==> src/rtl/cross_pattern_gen.sv <==
`default_nettype none
// +--------------------------------------------------------------------------+
// | Module      : cross_pattern_gen                                          |
// | Description : Free-running bitmap sequencer that paints a 12-row heart    |
// |               across signal1..signal12, one column per HOLD_CYCLES clocks.|
// |               Optional macro LOOP_EN: repeat the frame forever; without  |
// |               it the frame plays once and the outputs then stay at zero. |
// | Revision    : 1.0 - initial release                                      |
// +--------------------------------------------------------------------------+
module cross_pattern_gen #(
   parameter int HOLD_CYCLES = 4
) (
   input  logic clk,
   input  logic reset,
   output logic signal1,
   output logic signal2,
   output logic signal3,
   output logic signal4,
   output logic signal5,
   output logic signal6,
   output logic signal7,
   output logic signal8,
   output logic signal9,
   output logic signal10,
   output logic signal11,
   output logic signal12
);

   localparam int          C_HW      = (HOLD_CYCLES > 1) ? $clog2(HOLD_CYCLES) : 1;
   localparam logic [C_HW-1:0] C_HMAX = C_HW'(HOLD_CYCLES - 1);
   localparam logic [4:0]  C_COL_LAST = 5'd15;
   localparam logic [4:0]  C_COL_DONE = 5'd16;

   logic [C_HW-1:0] r_h;
   logic [4:0]      r_c;
   logic [11:0]     r_p;

   logic            w_col_end;
   logic [4:0]      w_c_next;
   logic [11:0]     w_rom;

   // Heart bitmap, bit i = row i+1; columns 13..16 are blank
   always_comb begin
      w_rom = 12'h000;
      case (r_c)
         5'd0:    w_rom = 12'h01C;
         5'd1:    w_rom = 12'h03E;
         5'd2:    w_rom = 12'h07F;
         5'd3:    w_rom = 12'h0FF;
         5'd4:    w_rom = 12'h1FF;
         5'd5:    w_rom = 12'h3FE;
         5'd6:    w_rom = 12'h7FC;
         5'd7:    w_rom = 12'h3FE;
         5'd8:    w_rom = 12'h1FF;
         5'd9:    w_rom = 12'h0FF;
         5'd10:   w_rom = 12'h07F;
         5'd11:   w_rom = 12'h03E;
         5'd12:   w_rom = 12'h01C;
         default: w_rom = 12'h000;
      endcase
   end

   assign w_col_end = (r_h == C_HMAX);

   always_comb begin
      w_c_next = r_c;
      if (r_c == C_COL_LAST) begin
`ifdef LOOP_EN
         w_c_next = 5'd0;
`else
         w_c_next = C_COL_DONE;
`endif
      end else if (r_c != C_COL_DONE) begin
         w_c_next = r_c + 5'd1;
      end
   end

   always_ff @(posedge clk or negedge reset) begin
      if (!reset) begin
         r_h <= '0;
         r_c <= '0;
         r_p <= '0;
      end else begin
         r_p <= w_rom;
         if (w_col_end) begin
            r_h <= '0;
            r_c <= w_c_next;
         end else begin
            r_h <= r_h + 1'b1;
         end
      end
   end

   assign signal1  = r_p[0];
   assign signal2  = r_p[1];
   assign signal3  = r_p[2];
   assign signal4  = r_p[3];
   assign signal5  = r_p[4];
   assign signal6  = r_p[5];
   assign signal7  = r_p[6];
   assign signal8  = r_p[7];
   assign signal9  = r_p[8];
   assign signal10 = r_p[9];
   assign signal11 = r_p[10];
   assign signal12 = r_p[11];

endmodule
`default_nettype wire

==> config.mk <==
export PLATFORM = sky130hd
export DESIGN_NAME = cross_pattern_gen
export DESIGN_NICKNAME = d
export VERILOG_FILES = /design/src/rtl/cross_pattern_gen.sv
export SDC_FILE = /design/constraint.sdc
export NUM_CORES = 1
export LEC_CHECK = 0
export ABC_AREA = 1
export BUFFER_PORTS_ARGS = -buffer_cell sky130_fd_sc_hd__buf_4
export CAP_MARGIN = 20
export CELL_PAD_IN_SITES_DETAIL_PLACEMENT = 0
export CELL_PAD_IN_SITES_GLOBAL_PLACEMENT = 1
export CORE_MARGIN = 3
export CORE_UTILIZATION = 40
export CTS_BUF_LIST = sky130_fd_sc_hd__clkbuf_8 sky130_fd_sc_hd__clkbuf_16
export CTS_CLUSTER_DIAMETER = 80
export DETAILED_ROUTE_END_ITERATION = 7
export HOLD_SLACK_MARGIN = 0.02
export PLACE_DENSITY = 0.8
export SLEW_MARGIN = 20
export SYNTH_ARGS = -nofsm -noshare
export SYNTH_HDL_FRONTEND = slang
export SYNTH_SLANG_ARGS = --single-unit
==> constraint.sdc <==
create_clock -name clk -period 3 [get_ports clk]
set_clock_uncertainty 0.2 [all_clocks]
set_input_delay 0.3 -clock clk [delete_from_list [all_inputs] [get_ports clk]]
set_output_delay 0.3 -clock clk [all_outputs]
set_load 0.1 [all_outputs]
# After elaboration in Yosys (flattened, before gate mapping)
# Memory sizes are Yosys's and may differ from the RTL's.
# Index checks and enable logic that the tools add are counted.
# classes
n_eq_ne	3
n_reduce_logical	2
n_mux	4
n_addsub	2
# op_table
operator	count
$mux W12	1
$mux W5	2
$add A5 B1 Y5 const B	1
$eq A5 B4 Y1 const B	1
$ne A5 B5 Y1 const B	1
$add A2 B1 Y2 const B	1
$eq A2 B2 Y1 const B	1
$mux W2	1
$reduce_and A2 Y1	1
$reduce_bool A2 Y1	1
# totals
regBits	19
out_inout_bits	12
mem_count	1
wordCells	15
romBits	176
in_bits	2
# mem_list
memory	depth	width	read_ports	rd_ports_with_merged_regs	wr	line	rtl
(no name shown)	16	11	1	0	0	45	case (r_c)

# Logic depth before layout (Yosys ltp)
# logic_depth
ltp_word	3
mapped_depth	9
depth_no_buf	9

# Least setup slack after synthesis
# Ideal clock, no wire load.
# synth_timing
path_type	reg-to-output
startpoint	reg, netlist name r_p[4]
endpoint	out signal4
path_slack_ns	1.159
n_path_buf	1
path_stages_with_launch	2
arrival_ns	1.341
t_required_ns	2.500
path_cell_list	dfrtp_1 -> buf_4
# synth_rtl
element	line	rtl
end, declared	18	output logic signal4,

# Final worst setup path
# layout_timing
startpoint	reg r_c[1]
endpoint	reg r_c[2]
# layout_via
elab_chain_cells	3
elab_cells_between_ends	7
classes_between	add/sub: 1; eq/ne: 2; mux: 2; reduce/logical: 2
# layout_rtl
element	line	rtl
start, declared	35	logic [4:0] r_c;
start signal, assigned	87	r_c <= w_c_next;
$add A5 B1 Y5 (tied with other cells)	74	w_c_next = r_c + 5'd1;
$mux W5 or $reduce_bool A2 Y1 (tied branches)	-	
$mux W5 or $reduce_and A2 Y1 (tied branches)	-	
# Several ways; a longest one is shown, not always the timed one. The select of a mux whose other input is x is not followed.
# A chain may end at the register's enable or synchronous reset.

==> results.cfg <==
[run_status]
status = finished, final reports clean

[timing]
finalSetupViolations = 0
grt_setup_unrepaired = false
max_freq_mhz = 557.3
slew_violations = 0
hold_viol_final = 0
period_share_pct = 59.81
timing.final.crit_period_ps = 1794
fin_tns_setup_ps = 0

[pwr]
internal-power_uw = 306.5
switching_power_uw = 76.73
leakage_nw = 0.5004
switching_share_pct = 20.02
seq_power_share_pct = 56.3
power_density_nw_per_um2 = 380.0
p_clk_share_pct = 40.7
irDropWorstVdd_mv = 0.2485
combPwrFrac_pct = 2.9

[worst_hold_path]
min_from = r_h[0]
hp-class = flop to flop
hold_end = r_h[0]
whs_path_depth = 1

[critical_path]
r2r-end = r_c[2]
slowest_delay_ps = 480
critPathBufInv = 1
crit_chain = ha_1, inv_1, nor2_1, ha_1, nor2_4, nand2_4, nand2_8, nand2_2, o21ai_2
r2r_setup_slack_ps = 1210
critPathKind = flop to flop
path_common_cell = ha_1
cp_data_required_time_ps = 2980
ff2ff_path_depth = 9
cp_top_family = flip-flops
cp_max_fo = 8
endpoint_kind = flop
arrival_ps = 1770
start_kind = flop
cpMaxStageDelayCell = dfrtp_1
r2r-start = r_c[1]

[grt]
grt_remaining_overflow = 0
grt_usage_pct = 11.81
grt_start_max_net_pins = 17
grt_pass1_wl_um = 2373
first_global_vias = 535
antenna_found_initial = 0

[logic_synthesis]
synth_cell_types = 22
syn_inst = 87
syn_nets = 98
synthesis.area_um2 = 892.1
yosysTopAreaCellShare_pct = 44.88
syn_avg_cell_area_um2 = 10.25
ys_seq_area_share_pct = 44.88
yosys_warnings = 0
yosysTopAreaCell = dfrtp_1
synth_area_leaders = dfrtp_1 (45%), ha_1 (13%), o21ai_2 (4.9%)
synth-seq-cells = 16

[clock_tree]
cts_max_level = 1
cts.sinks = 16
clk_latency_ps = 240
cts_setup_buffers = 0
cts_tree = yes
cts-root-buf = clkbuf_8
clk_path_buf_depth = 2
cts.reportedPaths.clkPinSlew_ps = 60
numCtsBuffers = 3

[finish]
final_core_util_pct = 49.39
final_common_cell = dfrtp_1
final_layout_size_suffix_gt1_share_pct = 34.02
final.fill_count = 205
fin_nets = 110
diodes = 0
final_cell_mix = dfrtp_1 (16), buf_4 (12), nand2_1 (10)
final_cells = 124
area_growth_pct = 13.04

[place]
hpwlAfterDp_um = 1066
dp_cells = 120
globalplace.congestion = 0.7729
io_buffer_count = 12

[route]
detail_route.vias_per_cell = 4.669
vias = 579
drc = 0
ant_nets = 0
wl_um = 1415
dr.pass1.iters = 3
drt-initial-drc-count = 4
wl_per_cell_um = 11.41

[floorplan]
fp.dieW_um = 53.23
die_h_um = 53.23
die-area_um2 = 2833
start_util_pct = 43.69
rows = 16
fp.coreArea_um2 = 2042
ios = 14

[flow_run]
max_cap_viol_count = 0
==> metrics by stage <==
step | total power, mW | setup WS, ps | hold WS [ps] | cell area, um^2
after floorplan | 0.2262 | 1159 | -195.6 | 892.1
after global placement | 0.2304 | 1238 | -31.12 | 957.2
after detailed placement | 0.2305 | 1213 | -26.99 | 957.2
after CTS | 0.3895 | 1198 | 236.9 | 1008
after global routing | 0.4011 | 1105 | 251.5 | 1008
final | 0.3832 | 1206 | 231.3 | 1008
==> flip-flops by register name (all words and copies together), names as in the netlist <==
| name | flops |
|---|---|
| r_c | 5 |
| r_h | 2 |
| r_p | 9 |
==> how the worst max path moves through the flow <==
stage | startpoint | endpoint | slack, ps | cells past startpoint
after floorplan | r_p[4] | signal4 | 1160 | 1
after global placement | r_c[1] | r_c[2] | 1240 | 9
after detailed placement | r_c[1] | r_c[2] | 1210 | 9
after CTS | r_c[1] | r_c[2] | 1200 | 9
after global routing | r_c[1] | r_c[4] | 1110 | 9
final | r_c[1] | r_c[2] | 1210 | 9
==> logic make-up (layout without fill, tap and decap cells) <==
| family | Yosys count | in the layout | share of synthesized area (%) |
|---|---|---|---|
| adders and majority gates | 9 | 9 | 12.62 |
| buffers and inverters | 15 | 25 | 10.38 |
| AOI/OAI and AO/OA | 11 | 11 | 9.116 |
| other | 1 | 1 | 0.4204 |
| DFF | 16 | 16 | 44.88 |
| and+or+nand+nor | 35 | 35 | 22.58 |
==> power groups by stage <==
stage / Clock [mW] / Combinational [mW] / Sequential [mW]
floorplan: 0 / 0.00643 / 0.220
global placement: 0 / 0.0106 / 0.220
detailed placement: 0 / 0.0108 / 0.220
CTS: 0.162 / 0.0119 / 0.216
global route: 0.173 / 0.0125 / 0.216
finish: 0.156 / 0.0113 / 0.216
==> cell type report <==
cell class	count	area, um^2	share of cell area, %
Timing Repair Buffer	13	100.1	9.926
Multi-Input combinational cell	56	399.1	39.58
Sequential cell	16	400.4	39.70
Tap cell	27	33.78	3.350
Inverter	9	33.78	3.350
Clock buffer	3	41.29	4.094
==> timing repair <==
item	in CTS	in global routing
endpoints found under the setup margin	0	0
gates resized for setup	0	0
endpoints found under the hold margin	16	0
hold buffers	1	0
==> Yosys cell counts <==
| library cell | instances |
|---|---|
| nand2_8 | 1 |
| buf_6 | 2 |
| nand4_1 | 1 |
| buf_4 | 3 |
| nor3_1 | 2 |
| nor2_1 | 8 |
| a211oi_2 | 1 |
| ha_1 | 9 |
| o21ai_2 | 5 |
| inv_1 | 7 |
| nand3_1 | 3 |
| nor4_1 | 1 |
| nand2_2 | 5 |
| nand2_1 | 10 |
| conb_1 | 1 |
| a21oi_1 | 3 |
| dfrtp_1 | 16 |
| clkbuf_8 | 1 |
| inv_2 | 2 |
| o21ai_0 | 2 |
| nor2_4 | 2 |
| nand2_4 | 2 |
==> routing by layer <==
| metal | GRT usage (%) | vias to the layer above | part of all wire, % |
|---|---|---|---|
| li1 | - | 292 | - |
| met1 | 15.59 | 273 | 48 |
| met2 | 17.14 | 12 | 45 |
| met3 | 3.380 | 2 | 5.2 |
| met4 | 6.383 | 0 | 1.3 |
| met5 | 0 | - | 0 |
Power figures use the tool's default switching activity.
